**src/rtl/mem_port_arbiter.sv**
```systemverilog
// mem_port_arbiter
//   Shares one 64-bit memory port between the instruction-fetch requester
//   and the load/store requester. Each access runs through
//   IDLE -> ACCESS -> (WAIT) -> DONE. Completion is signalled by a
//   one-cycle done pulse on the owning port.
//
//   Arbitration: the data port normally has priority. A streak counter
//   forces a fetch grant after MAX_STREAK consecutive data grants made
//   while a fetch was pending.
//
// Ports
//   clk, reset          rising-edge clock, synchronous active-low reset
//   i_req/i_addr        fetch request, 4-byte aligned byte address
//   i_rdata/i_done      fetched 32-bit word, completion pulse
//   d_req/d_we/d_addr   data request (1 = store), 8-byte aligned byte address
//   d_wdata             store data
//   d_rdata/d_done      load data, completion pulse
//   mem_addr/mem_wdata  word address and write data to the memory macro
//   mem_we/mem_rdata    write enable, read data from the macro
//   busy                high in every state except IDLE
//   owner               port of current/last transaction (0 fetch, 1 data)
module mem_port_arbiter #(
  parameter int unsigned ADDR_W     = 32,
  parameter int unsigned RD_LAT     = 2,
  parameter int unsigned MAX_STREAK = 3
) (
  input  logic              clk,
  input  logic              reset,
  input  logic              i_req,
  input  logic [ADDR_W-1:0] i_addr,
  output logic [31:0]       i_rdata,
  output logic              i_done,
  input  logic              d_req,
  input  logic              d_we,
  input  logic [ADDR_W-1:0] d_addr,
  input  logic [63:0]       d_wdata,
  output logic [63:0]       d_rdata,
  output logic              d_done,
  output logic [ADDR_W-4:0] mem_addr,
  output logic [63:0]       mem_wdata,
  output logic              mem_we,
  input  logic [63:0]       mem_rdata,
  output logic              busy,
  output logic              owner
);

  localparam int unsigned CNT_W = $clog2(RD_LAT + 1);
  localparam int unsigned STK_W = $clog2(MAX_STREAK + 1);

  typedef enum logic [1:0] {
    ST_IDLE,
    ST_ACCESS,
    ST_WAIT,
    ST_DONE
  } state_t;

  state_t            state_q,     state_d;
  logic              port_q,      port_d;     // 0 = fetch, 1 = data
  logic              we_q,        we_d;
  logic              sel_hi_q,    sel_hi_d;   // fetch address bit 2
  logic [CNT_W-1:0]  cnt_q,       cnt_d;
  logic [STK_W-1:0]  streak_q,    streak_d;
  logic [31:0]       i_rdata_q,   i_rdata_d;
  logic              i_done_q,    i_done_d;
  logic [63:0]       d_rdata_q,   d_rdata_d;
  logic              d_done_q,    d_done_d;
  logic [ADDR_W-4:0] mem_addr_q,  mem_addr_d;
  logic [63:0]       mem_wdata_q, mem_wdata_d;
  logic              mem_we_q,    mem_we_d;
  logic              busy_q,      busy_d;
  logic              owner_q,     owner_d;

  logic              streak_full;
  logic              grant_data;
  logic              grant_fetch;

  assign streak_full = (streak_q == STK_W'(MAX_STREAK));
  assign grant_data  = d_req && !(i_req && streak_full);
  assign grant_fetch = i_req && !grant_data;

  always_comb begin
    state_d     = state_q;
    port_d      = port_q;
    we_d        = we_q;
    sel_hi_d    = sel_hi_q;
    cnt_d       = cnt_q;
    streak_d    = streak_q;
    i_rdata_d   = i_rdata_q;
    i_done_d    = 1'b0;
    d_rdata_d   = d_rdata_q;
    d_done_d    = 1'b0;
    mem_addr_d  = mem_addr_q;
    mem_wdata_d = mem_wdata_q;
    mem_we_d    = 1'b0;
    owner_d     = owner_q;

    // Memory-facing outputs are registered, so they are loaded at the grant
    // edge and are therefore presented during the ACCESS cycle.
    case (state_q)
      ST_IDLE: begin
        if (grant_data) begin
          state_d     = ST_ACCESS;
          port_d      = 1'b1;
          we_d        = d_we;
          sel_hi_d    = 1'b0;
          owner_d     = 1'b1;
          mem_addr_d  = d_addr[ADDR_W-1:3];
          mem_wdata_d = d_wdata;
          mem_we_d    = d_we;
          if (i_req && !streak_full) begin
            streak_d = streak_q + STK_W'(1);
          end
        end else if (grant_fetch) begin
          state_d    = ST_ACCESS;
          port_d     = 1'b0;
          we_d       = 1'b0;
          sel_hi_d   = i_addr[2];
          owner_d    = 1'b0;
          mem_addr_d = i_addr[ADDR_W-1:3];
          streak_d   = '0;
        end
      end

      ST_ACCESS: begin
        cnt_d = CNT_W'(RD_LAT);
        if (we_q) begin
          state_d  = ST_DONE;
          d_done_d = 1'b1;
        end else begin
          state_d = ST_WAIT;
        end
      end

      ST_WAIT: begin
        // Read data is valid in the last WAIT cycle; capture it on the edge
        // into DONE so the done pulse and the data appear together.
        if (cnt_q == CNT_W'(1)) begin
          state_d = ST_DONE;
          if (port_q) begin
            d_done_d  = 1'b1;
            d_rdata_d = mem_rdata;
          end else begin
            i_done_d  = 1'b1;
            i_rdata_d = sel_hi_q ? mem_rdata[63:32] : mem_rdata[31:0];
          end
        end else begin
          cnt_d = cnt_q - CNT_W'(1);
        end
      end

      ST_DONE: begin
        state_d = ST_IDLE;
      end

      default: begin
        state_d = ST_IDLE;
      end
    endcase

    busy_d = (state_d != ST_IDLE);
  end

  always_ff @(posedge clk) begin
    if (!reset) begin
      state_q     <= ST_IDLE;
      port_q      <= 1'b0;
      we_q        <= 1'b0;
      sel_hi_q    <= 1'b0;
      cnt_q       <= '0;
      streak_q    <= '0;
      i_rdata_q   <= '0;
      i_done_q    <= 1'b0;
      d_rdata_q   <= '0;
      d_done_q    <= 1'b0;
      mem_addr_q  <= '0;
      mem_wdata_q <= '0;
      mem_we_q    <= 1'b0;
      busy_q      <= 1'b0;
      owner_q     <= 1'b0;
    end else begin
      state_q     <= state_d;
      port_q      <= port_d;
      we_q        <= we_d;
      sel_hi_q    <= sel_hi_d;
      cnt_q       <= cnt_d;
      streak_q    <= streak_d;
      i_rdata_q   <= i_rdata_d;
      i_done_q    <= i_done_d;
      d_rdata_q   <= d_rdata_d;
      d_done_q    <= d_done_d;
      mem_addr_q  <= mem_addr_d;
      mem_wdata_q <= mem_wdata_d;
      mem_we_q    <= mem_we_d;
      busy_q      <= busy_d;
      owner_q     <= owner_d;
    end
  end

  assign i_rdata   = i_rdata_q;
  assign i_done    = i_done_q;
  assign d_rdata   = d_rdata_q;
  assign d_done    = d_done_q;
  assign mem_addr  = mem_addr_q;
  assign mem_wdata = mem_wdata_q;
  assign mem_we    = mem_we_q;
  assign busy      = busy_q;
  assign owner     = owner_q;

endmodule

```
**config.mk**
```make
export PLATFORM = sky130hd
export DESIGN_NAME = mem_port_arbiter
export DESIGN_NICKNAME = d
export VERILOG_FILES = /design/src/rtl/mem_port_arbiter.sv
export SDC_FILE = /design/constraint.sdc
export NUM_CORES = 1
export LEC_CHECK = 0
export BUFFER_PORTS_ARGS = -buffer_cell sky130_fd_sc_hd__buf_2
export CAP_MARGIN = 20
export CORE_ASPECT_RATIO = 0.6
export CORE_MARGIN = 5
export CORE_UTILIZATION = 25
export CTS_CLUSTER_SIZE = 30
export DETAILED_ROUTE_END_ITERATION = 8
export PLACE_DENSITY = 0.49
export SETUP_SLACK_MARGIN = 0.5
export SLEW_MARGIN = 30
export SYNTH_ARGS = -nofsm -noshare
export SYNTH_HDL_FRONTEND = slang
export SYNTH_SLANG_ARGS = --single-unit
```
**constraint.sdc**
```tcl
create_clock -name clk -period 2 [get_ports clk]
set_input_delay 0.6 -clock clk [delete_from_list [all_inputs] [get_ports clk]]
set_output_delay 0.6 -clock clk [all_outputs]
set_load 0.01 [all_outputs]
```
==> metrics.md <==
| Metric | Value |
|---|---|
| Fraction of layout cells with a size suffix above 1 | 0.530 |
| Crit path cell chain | buf_6 |
| Worst-Skew Late Latency | 0.51 ns |
| CP delay by family, top | flip-flops |
| Post-Syn Instances | 936 |
| Fin. max-slew vios | 0 |
| Pwr Density | 905 nW/µm² |
| Net count, final | 1524 |
| Overflow after GRT | 0 |
| # rows | 50 |
| Wirelength per Cell | 18.2 µm |
| Final setup fails | 0 |
| Drt first-iter violations | 385 |
| Die H | 149 µm |
| Slew @ Worst Pin | 0.390 ns |
| Peak supply drop | 0.000475 V |
| Leakage | 5.88 nW |
| Vias after detailed routing | 8265 |
| FF+latch count, synth | 202 |
| Final GP Congestion | 0.759 |
| CTS H-tree lvls | 1 |
| First-pass GRT wire length | 45400 µm |
| Drt via density | 4.72 |
| Syn_area_per_cell | 8.54 µm² |
| Bufs on Longest Clock Path | 3 |
| Final non-filler cell total | 1752 |
| Distinct cells, synth | 28 |
| Startpoint types | register |
| Clock skew | 0.00832 ns |
| Setup crit end kind | primary output |
| Fill cell count | 3121 |
| CP required | 1.40 ns |
| Worst setup path class | reg2out |
| Die W | 241 µm |
| Sum Neg Setup Slack | 0 ns |
| Yosys Warn Count | 0 |
| Detail Placement HPWL | 20500 µm |
| Die area | 35800 µm² |
| Most common cell after layout, fill and taps aside | nand2_1 |
| CTS tree | done |
| Placeable Area | 31300 µm² |
| DRC viols | 0 |
| R2r setup slk | 0.54 ns |
| Max_cap viols | 0 |
| CTS Hold Bufs | 0 |
| Status | finished clean |
| Crit path max-delay cell type | dfxtp_2 |
| Most frequent cells in the layout | nand2_1, buf_6, dfxtp_2 |
| Total CTS buffers | 23 |
| WP data arrival | 0.97 ns |
| Placed cells | 1674 |
| Sequential element share of the synthesized area | 0.506 |
| GRT Util Overall | 0.157 |
| Reg clk slew, reported paths | 0.06 ns |
| Largest driver fanout on the critical path | 2 |
| Final hold slack | 0.318 ns |
| CP bufs+invs | 1 |
| Vias in the first global route | 7988 |
| Hold Path Class | in2reg |
| Clock root cell | clkbuf_16 |
| RSZ-0062 raised after global routing | yes |
| Antenna violations before repair | 3 |
| Io pins | 391 |
| Slew margin rel. | 0.740 |
| Final Hold Viols | 0 |
| DR pass1 iterations | 4 |
| Tmin final | 1.57 ns |
| Slowest stage delay, CP | 0.35 ns |
| Design Area, Final | 13300 µm² |
| IO Port Bufs | 385 |
| DP Area | 10500 µm² |
| Tcrit/Tclk final | 0.784 |
| Cell Area, Synth | 7990 µm² |
| Fmax | 0.637 GHz |
| Starting Density | 0.255 |
| Antenna viol nets, final | 0 |
| Area Overhead vs Synth | 66.8% |
| Final WL | 32000 µm |
| Largest net degree at the start of global routing | 95 |
| Syn Nets | 1138 |
| CTS sink cnt | 202 |
per-stage QoR:
step	worst slack, ns	power, W	util
final	0.431	0.0121	0.425
after global routing	0.385	0.0127	0.425
after CTS	0.392	0.0121	0.411
after detailed placement	0.169	0.00685	0.334
after global placement	0.219	0.00684	0.334
after floorplan	0.544	0.00580	-
kinds of logic after synthesis:
logic type	count (synthesis)	synth area share
AO/OA/AOI/OAI	264	0.210
adder cells (fa/ha/maj)	5	0.00783
flip-flops	202	0.506
multiplexers	32	0.0401
AND/OR/NAND/NOR	342	0.184
buffers and inverters	91	0.0515
area by class of cell:
class	instances	area [µm²]	share of cell area
Tap cell	416	520	0.0390
Multi-Input combinational cell	644	3700	0.278
Sequential cell	202	4290	0.322
Antenna cell	1	2.50	0.000188
Inverter	3	11.3	0.000845
Timing Repair Buffer	448	4010	0.301
Clock inverter	7	135	0.0101
Clock buffer	31	656	0.0492
worst reg2reg max path, cell delays in order (launching register included):
cell and delay [ns]:
dfxtp_2 0.33, inv_2 0.09, ha_4 0.20, and3_4 0.33, clkbuf_16 0.25, nand2_2 0.08
a21boi_1 0.11
sequential cells by signal, summed over array words and instances, names as in the netlist:
signal / flops
i_rdata: 32
streak_q: 2
state_q: 2
mem_addr: 29
owner: 1
sel_hi_q: 1
d_done: 1
mem_we: 1
busy: 1
i_done: 1
we_q: 1
mem_wdata: 64
cnt_q: 2
d_rdata: 64
synthesized netlist by cell type:
master | n | area, µm²
a21boi_0 | 69 | 518
ha_1 | 5 | 62.6
and3_1 | 1 | 6.26
and2_1 | 4 | 25.0
nor3_1 | 1 | 5.00
clkbuf_1 | 43 | 161
o21a_1 | 3 | 22.5
o211ai_1 | 1 | 7.51
dfxtp_1 | 202 | 4040
nand4_1 | 66 | 413
nand2_1 | 263 | 987
nand3_1 | 3 | 15.0
inv_1 | 3 | 11.3
a21bo_2 | 1 | 10.0
and3b_1 | 1 | 8.76
mux2i_1 | 32 | 320
o211a_1 | 32 | 320
nor2_1 | 2 | 7.51
buf_2 | 38 | 190
o31ai_1 | 1 | 7.51
a21boi_2 | 1 | 11.3
buf_4 | 6 | 45.0
o21ai_0 | 75 | 375
a21oi_1 | 59 | 295
a22oi_1 | 1 | 7.51
o21ai_1 | 21 | 105
buf_1 | 1 | 3.75
or3_1 | 1 | 6.26
report_power, final:
part           switching, W  total, W  internal [W]  leakage [nW]
combinational       0.00142   0.00282       0.00141          3.75
clock               0.00171   0.00450       0.00279         0.391
sequential         0.000277   0.00475       0.00447          1.73
timing repair:
action | CTS | global route
resized for setup | 413 | 58
pin swaps | 4 | 15
buffers inserted | 13 | 14
setup endpoints to repair | 377 | 329
cloned | 2 | 10
layer usage:
| layer | track usage | part of all wire | vias to the layer above |
|---|---|---|---|
| met5 | 0 | 0.00078 | - |
| met4 | 0.0423 | 0.026 | 4 |
| met3 | 0.0484 | 0.075 | 51 |
| met2 | 0.249 | 0.46 | 275 |
| met1 | 0.208 | 0.44 | 3925 |
| li1 | - | - | 4010 |
path summary, 6_finish.rpt:
kind | depth (start not counted) | to | from
max | 1 | mem_wdata[8] | mem_wdata[8]
min | 3 | mem_wdata[36] | d_wdata[36]
max reg2reg | 6 | d_rdata[57] | state_q[0]
min reg2reg | 2 | mem_wdata[12] | mem_wdata[12]
Note: power is estimated with default switching activity, not from simulation.
